[src/rtl/m65c02_mpc_pkg.sv]
// Shared microprogram definitions for the M65C02A sequencer and microcycle controller:
// sequencer instruction encodings and microword field layout.
package m65c02_mpc_pkg;

    typedef enum logic [3:0] {
        RTS  = 4'd0,  BSR  = 4'd1,  FTCH = 4'd2,  BMW  = 4'd3,
        BRV0 = 4'd4,  BRV1 = 4'd5,  BRV2 = 4'd6,  BRV3 = 4'd7,
        BTH0 = 4'd8,  BTH1 = 4'd9,  BTH2 = 4'd10, BTH3 = 4'd11,
        BTL0 = 4'd12, BTL1 = 4'd13, BTL2 = 4'd14, BTL3 = 4'd15
    } seq_instr_t;

    // Instruction held on I while reset is active
    localparam logic [3:0] C_RST_I = FTCH;

    // Field positions; the *_OFS fields sit above BA, so they are offsets from pAddrWidth
    localparam int MW_I_LSB   = 0;
    localparam int MW_I_W     = 4;
    localparam int MW_BA_LSB  = 4;
    localparam int MW_LEN_OFS = 4;
    localparam int MW_LEN_W   = 2;
    localparam int MW_MEM_OFS = 6;
    localparam int MW_CTL_OFS = 7;

endpackage

[src/rtl/m65c02_ucycle_wdt.sv]
// Memory-handshake watchdog: counts wait clocks and flags the clock on which the wait
// limit is reached.
module m65c02_ucycle_wdt #(
    parameter int pTimeout = 255
) (
    input  logic Clk,
    input  logic Rst,
    input  logic Clr,
    input  logic Run,
    output logic TO
);

    logic [9:0] wcnt_r;

    // Wait counter: cleared by reset or Clr, advances only while a request is unanswered
    always_ff @(posedge Clk) begin
        if (Rst) begin
            wcnt_r <= 10'd0;
        end else if (Clr) begin
            wcnt_r <= 10'd0;
        end else if (Run) begin
            wcnt_r <= wcnt_r + 10'd1;
        end else begin
            wcnt_r <= wcnt_r;
        end
    end

    assign TO = Run & (wcnt_r == 10'(pTimeout - 1));

endmodule

[src/rtl/m65c02_ucycle_ctl.sv]
// Microcycle controller: drives the microprogram ROM from the sequencer address, splits the
// microword into fields and generates Rdy from length, memory handshake and Hold.
module m65c02_ucycle_ctl
    import m65c02_mpc_pkg::*;
#(
    parameter int pAddrWidth = 10,
    parameter int pWordWidth = 32,
    parameter int pTimeout   = 255
) (
    input  logic                                Clk,
    input  logic                                Rst,
    input  logic [pAddrWidth-1:0]               MA,
    output logic [pAddrWidth-1:0]               ROM_Addr,
    output logic                                ROM_En,
    input  logic [pWordWidth-1:0]               ROM_Data,
    input  logic                                Hold,
    input  logic                                Mem_Ack,
    output logic                                Rdy,
    output logic [3:0]                          I,
    output logic [pAddrWidth-1:0]               BA,
    output logic [pWordWidth-pAddrWidth-8:0]    Ctl,
    output logic                                Mem_Req,
    output logic                                CycStart,
    output logic                                Bus_Err
);

    logic       drst_r;
    logic [1:0] cnt_r;
    logic       ack_seen_r;
    logic       cyc_start_r;

    logic       rst_act_s;
    logic [1:0] cyc_len_s;
    logic       mem_fld_s;
    logic       len_done_s;
    logic       mem_req_s;
    logic       ack_hit_s;
    logic       to_s;
    logic       mem_done_s;
    logic       rdy_s;

    assign rst_act_s  = Rst | drst_r;
    assign cyc_len_s  = ROM_Data[pAddrWidth+MW_LEN_OFS +: MW_LEN_W];
    assign mem_fld_s  = ROM_Data[pAddrWidth+MW_MEM_OFS];
    assign len_done_s = (cnt_r == cyc_len_s);
    assign mem_req_s  = mem_fld_s & ~ack_seen_r & ~rst_act_s;
    assign ack_hit_s  = mem_req_s & Mem_Ack;
    assign mem_done_s = ~mem_fld_s | ack_seen_r | ack_hit_s | to_s;
    assign rdy_s      = ~rst_act_s & len_done_s & mem_done_s & ~Hold;

    m65c02_ucycle_wdt #(
        .pTimeout (pTimeout)
    ) u_wdt (
        .Clk (Clk),
        .Rst (rst_act_s),
        .Clr (rdy_s | Mem_Ack),
        .Run (mem_req_s & ~Mem_Ack),
        .TO  (to_s)
    );

    // Reset stretch and start-of-microcycle marker
    always_ff @(posedge Clk) begin
        drst_r <= Rst;
        if (Rst) begin
            cyc_start_r <= 1'b0;
        end else begin
            cyc_start_r <= drst_r | rdy_s;
        end
    end

    // Length counter stops once it reaches CycLen, so LenDone stays true while the
    // handshake or Hold stretches the microcycle
    always_ff @(posedge Clk) begin
        if (rst_act_s || rdy_s) begin
            cnt_r <= 2'd0;
        end else if (cnt_r != cyc_len_s) begin
            cnt_r <= cnt_r + 2'd1;
        end else begin
            cnt_r <= cnt_r;
        end
    end

    // Handshake completion flag; a watchdog timeout counts as a completion
    always_ff @(posedge Clk) begin
        if (rst_act_s || rdy_s) begin
            ack_seen_r <= 1'b0;
        end else if (ack_hit_s || to_s) begin
            ack_seen_r <= 1'b1;
        end else begin
            ack_seen_r <= ack_seen_r;
        end
    end

    // Microword field split, forced to a FTCH with empty fields during reset
    always_comb begin
        I   = C_RST_I;
        BA  = '0;
        Ctl = '0;
        if (rst_act_s) begin
            I   = C_RST_I;
            BA  = '0;
            Ctl = '0;
        end else begin
            I   = ROM_Data[MW_I_LSB +: MW_I_W];
            BA  = ROM_Data[MW_BA_LSB +: pAddrWidth];
            Ctl = ROM_Data[pWordWidth-1:pAddrWidth+MW_CTL_OFS];
        end
    end

    assign ROM_Addr = MA;
    assign ROM_En   = rdy_s | rst_act_s;
    assign Rdy      = rdy_s;
    assign Mem_Req  = mem_req_s;
    assign Bus_Err  = to_s;
    assign CycStart = cyc_start_r & ~rst_act_s;

endmodule

[config.mk]
export PLATFORM = sky130hd
export DESIGN_NAME = m65c02_ucycle_ctl
export DESIGN_NICKNAME = d
export VERILOG_FILES = /design/src/rtl/m65c02_mpc_pkg.sv /design/src/rtl/m65c02_ucycle_wdt.sv /design/src/rtl/m65c02_ucycle_ctl.sv
export SDC_FILE = /design/constraint.sdc
export NUM_CORES = 1
export LEC_CHECK = 0
export ABC_CLOCK_PERIOD_IN_PS = 3300
export BUFFER_PORTS_ARGS = -buffer_cell sky130_fd_sc_hd__clkbuf_2
export CAP_MARGIN = 25
export CORE_UTILIZATION = 37
export CTS_CLUSTER_SIZE = 20
export DETAILED_ROUTE_END_ITERATION = 12
export PLACE_DENSITY_LB_ADDON = 0.1
export SYNTH_ARGS = -nofsm -noshare
export SYNTH_HDL_FRONTEND = slang
export SYNTH_HIERARCHICAL = 1
export SYNTH_SLANG_ARGS = --single-unit
[constraint.sdc]
create_clock -name Clk -period 3.3 [get_ports Clk]
set_input_delay 0.165 -clock Clk [delete_from_list [all_inputs] [get_ports Clk]]
set_output_delay 0.165 -clock Clk [all_outputs]
set_load 0.02 [all_outputs]
==> impl_metrics.csv <==
group,metric,value,unit
sta,fmax,0.350,GHz
sta,relSlewSlack,74.9,%
critical_path,reg2reg_slack,0.57,ns
critical_path,critPathLaunch,"drst_r$_DFF_P_",
placement,hpwl,2.07,mm
synthesis,yosysWarnings,6,
routing,drt_pass1_iterations,4,
critical_path,path_max_fanout,9,
hold_path,hold_class,"input pin to flop",
clock_tree,htree_levels,1,
critical_path,startpoint_type,"flop",
power,p_switching,0.114,mW
power,power_leakage,0.651,nW
die,rows,18,
routing,drc,0,
sta,hold_violations,0,
layout,final_cell_mix,"69 x clkbuf_2, 29 x and2_1, 15 x dfxtp_1",
clock_tree,clkTransAtPathRegs,0.09,ns
critical_path,endpoint,"Rdy",
synthesis,ys_types,32,
die,die_h,54.8,um
status,status,"finished, final reports clean",
clock_tree,cts_buffer_depth,2,
synthesis,synth.avg_cell_area,7.75,um^2
power,comb_power_share,24.0,%
clock_tree,cts.sinks,15,
sta,setup_tns,0,ns
run,drv_cap,0,
routing,vias_per_cell,4.80,
placement,gp_congestion,0.807,
power,swShare,29.5,%
sta,slew_viol_final,0,
synthesis,ys_seq_elements,15,
die,start_util,40.5,%
synthesis,synth_nets,181,
clock_tree,hold_buffers,0,
layout,fillers,264,
sta,worst_pin_slew,0.374,ns
routing,wire_per_inst,11.3,um
critical_path,r2r_cells,11,
layout,layout_commonest_cell,"clkbuf_2",
routing,drt-initial-drc-count,6,
layout,nNetsFinal,242,
layout,multi_input_area,607,um^2
routing,ant_nets,0,
critical_path,critPathRequiredTime,3.13,ns
die,die_w,54.8,um
synthesis,netlist_area,0.00103,mm^2
critical_path,r2r_end,"u_wdt/wcnt_r[1]$_SDFFE_PP0P_",
critical_path,crit_type,"flop to output pin",
layout,area_growth,31.7,%
die,core-area,0.00254,mm^2
critical_path,reg2reg_from,"drst_r$_DFF_P_",
clock_tree,cts_inserted_buffers,3,
synthesis,synthCells,133,
die,ios,90,
power,vdd_drop_max,236,uV
global_route,antenna_found_initial,0,
power,p_int,0.272,mW
routing,drt_wl_total,2.52,mm
global_route,grt_overflow,0,
power,p_clk_share,27.6,%
power,p_per_area,284,mW/mm^2
clock_tree,clockRootBuffer,"clkbuf_4",
clock_tree,postCtsResizedCells,0,
layout,seqCellArea,300,um^2
layout,drive_above_1_share,39.9,%
global_route,grt_pass1_vias,875,
routing,num_vias,1071,
clock_tree,postCtsSetupBuffers,0,
clock_tree,clk_latency,0.28,ns
global_route,grt_max_degree,33,
sta,rsz0062_at_grt,"no",
sta,setup_viol,0,
global_route,grt_usage,17.1,%
hold_path,worst_hold_startpoint,"Rst",
sta,finalCritPeriodShare,86.5,%
power,seqPwrFrac,48.4,%
placement,placedCellCount,219,
layout,num_antenna_cells,0,
synthesis,yosysSeqAreaShare,29.1,%
layout,instances_no_fill,223,
placement,io_buffer_count,69,
global_route,grt_first_pass_wirelength,3.61,mm
die,die-area,0.00300,mm^2
critical_path,worstPathArrival,2.69,ns
sta,skew,0.00134,ns
clock_tree,tritoncts,"done",
sta,post-route-min-period,2.85,ns
critical_path,cp-end-kind,"output pin",
==> state kept, by name (all words and copies together), names as in the netlist <==
name and cells:
u_wdt/wcnt_r 10, cnt_r 2, ack_seen_r 1, cyc_start_r 1, drst_r 1
==> how the worst min path moves through the flow <==
stage                endpoint  slack (ns)  cells after the start
2_1_floorplan  drst_r$_DFF_P_        0.19                      0
3_3_place_gp   drst_r$_DFF_P_        0.33                      1
3_5_place_dp      ROM_Addr[6]        0.33                      0
4_1_cts        drst_r$_DFF_P_        0.04                      1
5_1_grt        drst_r$_DFF_P_        0.05                      1
6_report       drst_r$_DFF_P_        0.06                      1
==> layer usage <==
layer  global-route usage (%)  up-vias  wire (um)
met5                        0        -          0
met4                     11.1        0         56
met3                     3.06       10        228
met2                     28.9       56       1210
met1                     19.4      452       1020
li1                         -      553          -
==> through the flow <==
stage	hold WS (ns)	total power [mW]	utilization (%)	worst slack, ns	cell area [um^2]
6_report	0.0579	0.386	53.3	0.445	1360
5_1_grt	0.0496	0.407	53.3	0.154	1360
3_3_place_gp	0.325	0.284	52.3	0.708	1330
4_1_cts	0.0362	0.391	53.3	0.426	1360
3_5_place_dp	0.330	0.284	52.3	0.571	1330
2_1_floorplan	0.193	0.261	-	0.168	1030
==> cell type report <==
cell class / count / area share [%]
inverters: 7 / 1.94
clock buffers: 4 / 1.94
multi-input cells: 96 / 44.7
flip-flops and latches: 15 / 22.1
well taps: 30 / 2.76
repair buffers: 71 / 26.5
==> synth_stat cells <==
master / count / area share [%]
xnor2_1: 2 / 1.7
a211oi_1: 2 / 1.5
or3_1: 4 / 2.4
xor2_1: 4 / 3.4
o21ai_0: 3 / 1.5
nor2_1: 10 / 3.6
nand3_2: 1 / 0.97
nand4_1: 3 / 1.8
o221ai_1: 1 / 0.85
and2_1: 29 / 18
nand4b_1: 1 / 0.85
or4_1: 2 / 1.5
a21oi_1: 6 / 2.9
nand2b_1: 1 / 0.61
nor3_1: 4 / 1.9
nand2_1: 7 / 2.5
o21bai_1: 1 / 0.73
o31ai_1: 2 / 1.5
inv_1: 7 / 2.5
or2_2: 1 / 0.61
a2111o_1: 1 / 1.1
nand3_1: 1 / 0.48
or3b_4: 1 / 1.1
a311oi_1: 1 / 0.85
clkbuf_1: 4 / 1.5
nor3b_1: 1 / 0.73
mux2i_1: 2 / 1.9
ha_1: 2 / 2.4
buf_4: 11 / 8.0
nor2b_1: 2 / 1.2
dfxtp_1: 15 / 29
nor4_1: 1 / 0.61
==> critical path, cell delays in order, from the launching register on <==
cell and delay [ns]:
dfxtp_1 0.34, nor2_1 0.14, inv_1 0.14, nor3_1 0.19
buf_4 0.17, nand3_2 0.11, nor3_1 0.36, nor3b_1 0.14
a2111o_1 0.49, nor2_1 0.13, clkbuf_2 0.18
==> logic make-up after synthesis <==
group                      synth area share (%)
and+or+nand+nor                            38.6
muxes                                      1.94
AOI/OAI and AO/OA                          10.8
DFF                                        29.1
adders and majority gates                  2.43
buffers and inverters                      12.0
xor gates and xnor gates                   5.10
==> power groups by stage <==
stage,sequential (mW),combinational (mW),clock (mW)
after CTS,0.187,0.0937,0.111
after floorplan,0.190,0.0707,0
final,0.187,0.0926,0.107
after global placement,0.191,0.0933,0
after detailed placement,0.191,0.0936,0
after global routing,0.187,0.102,0.117
Note: power is estimated with default switching activity, not from simulation.
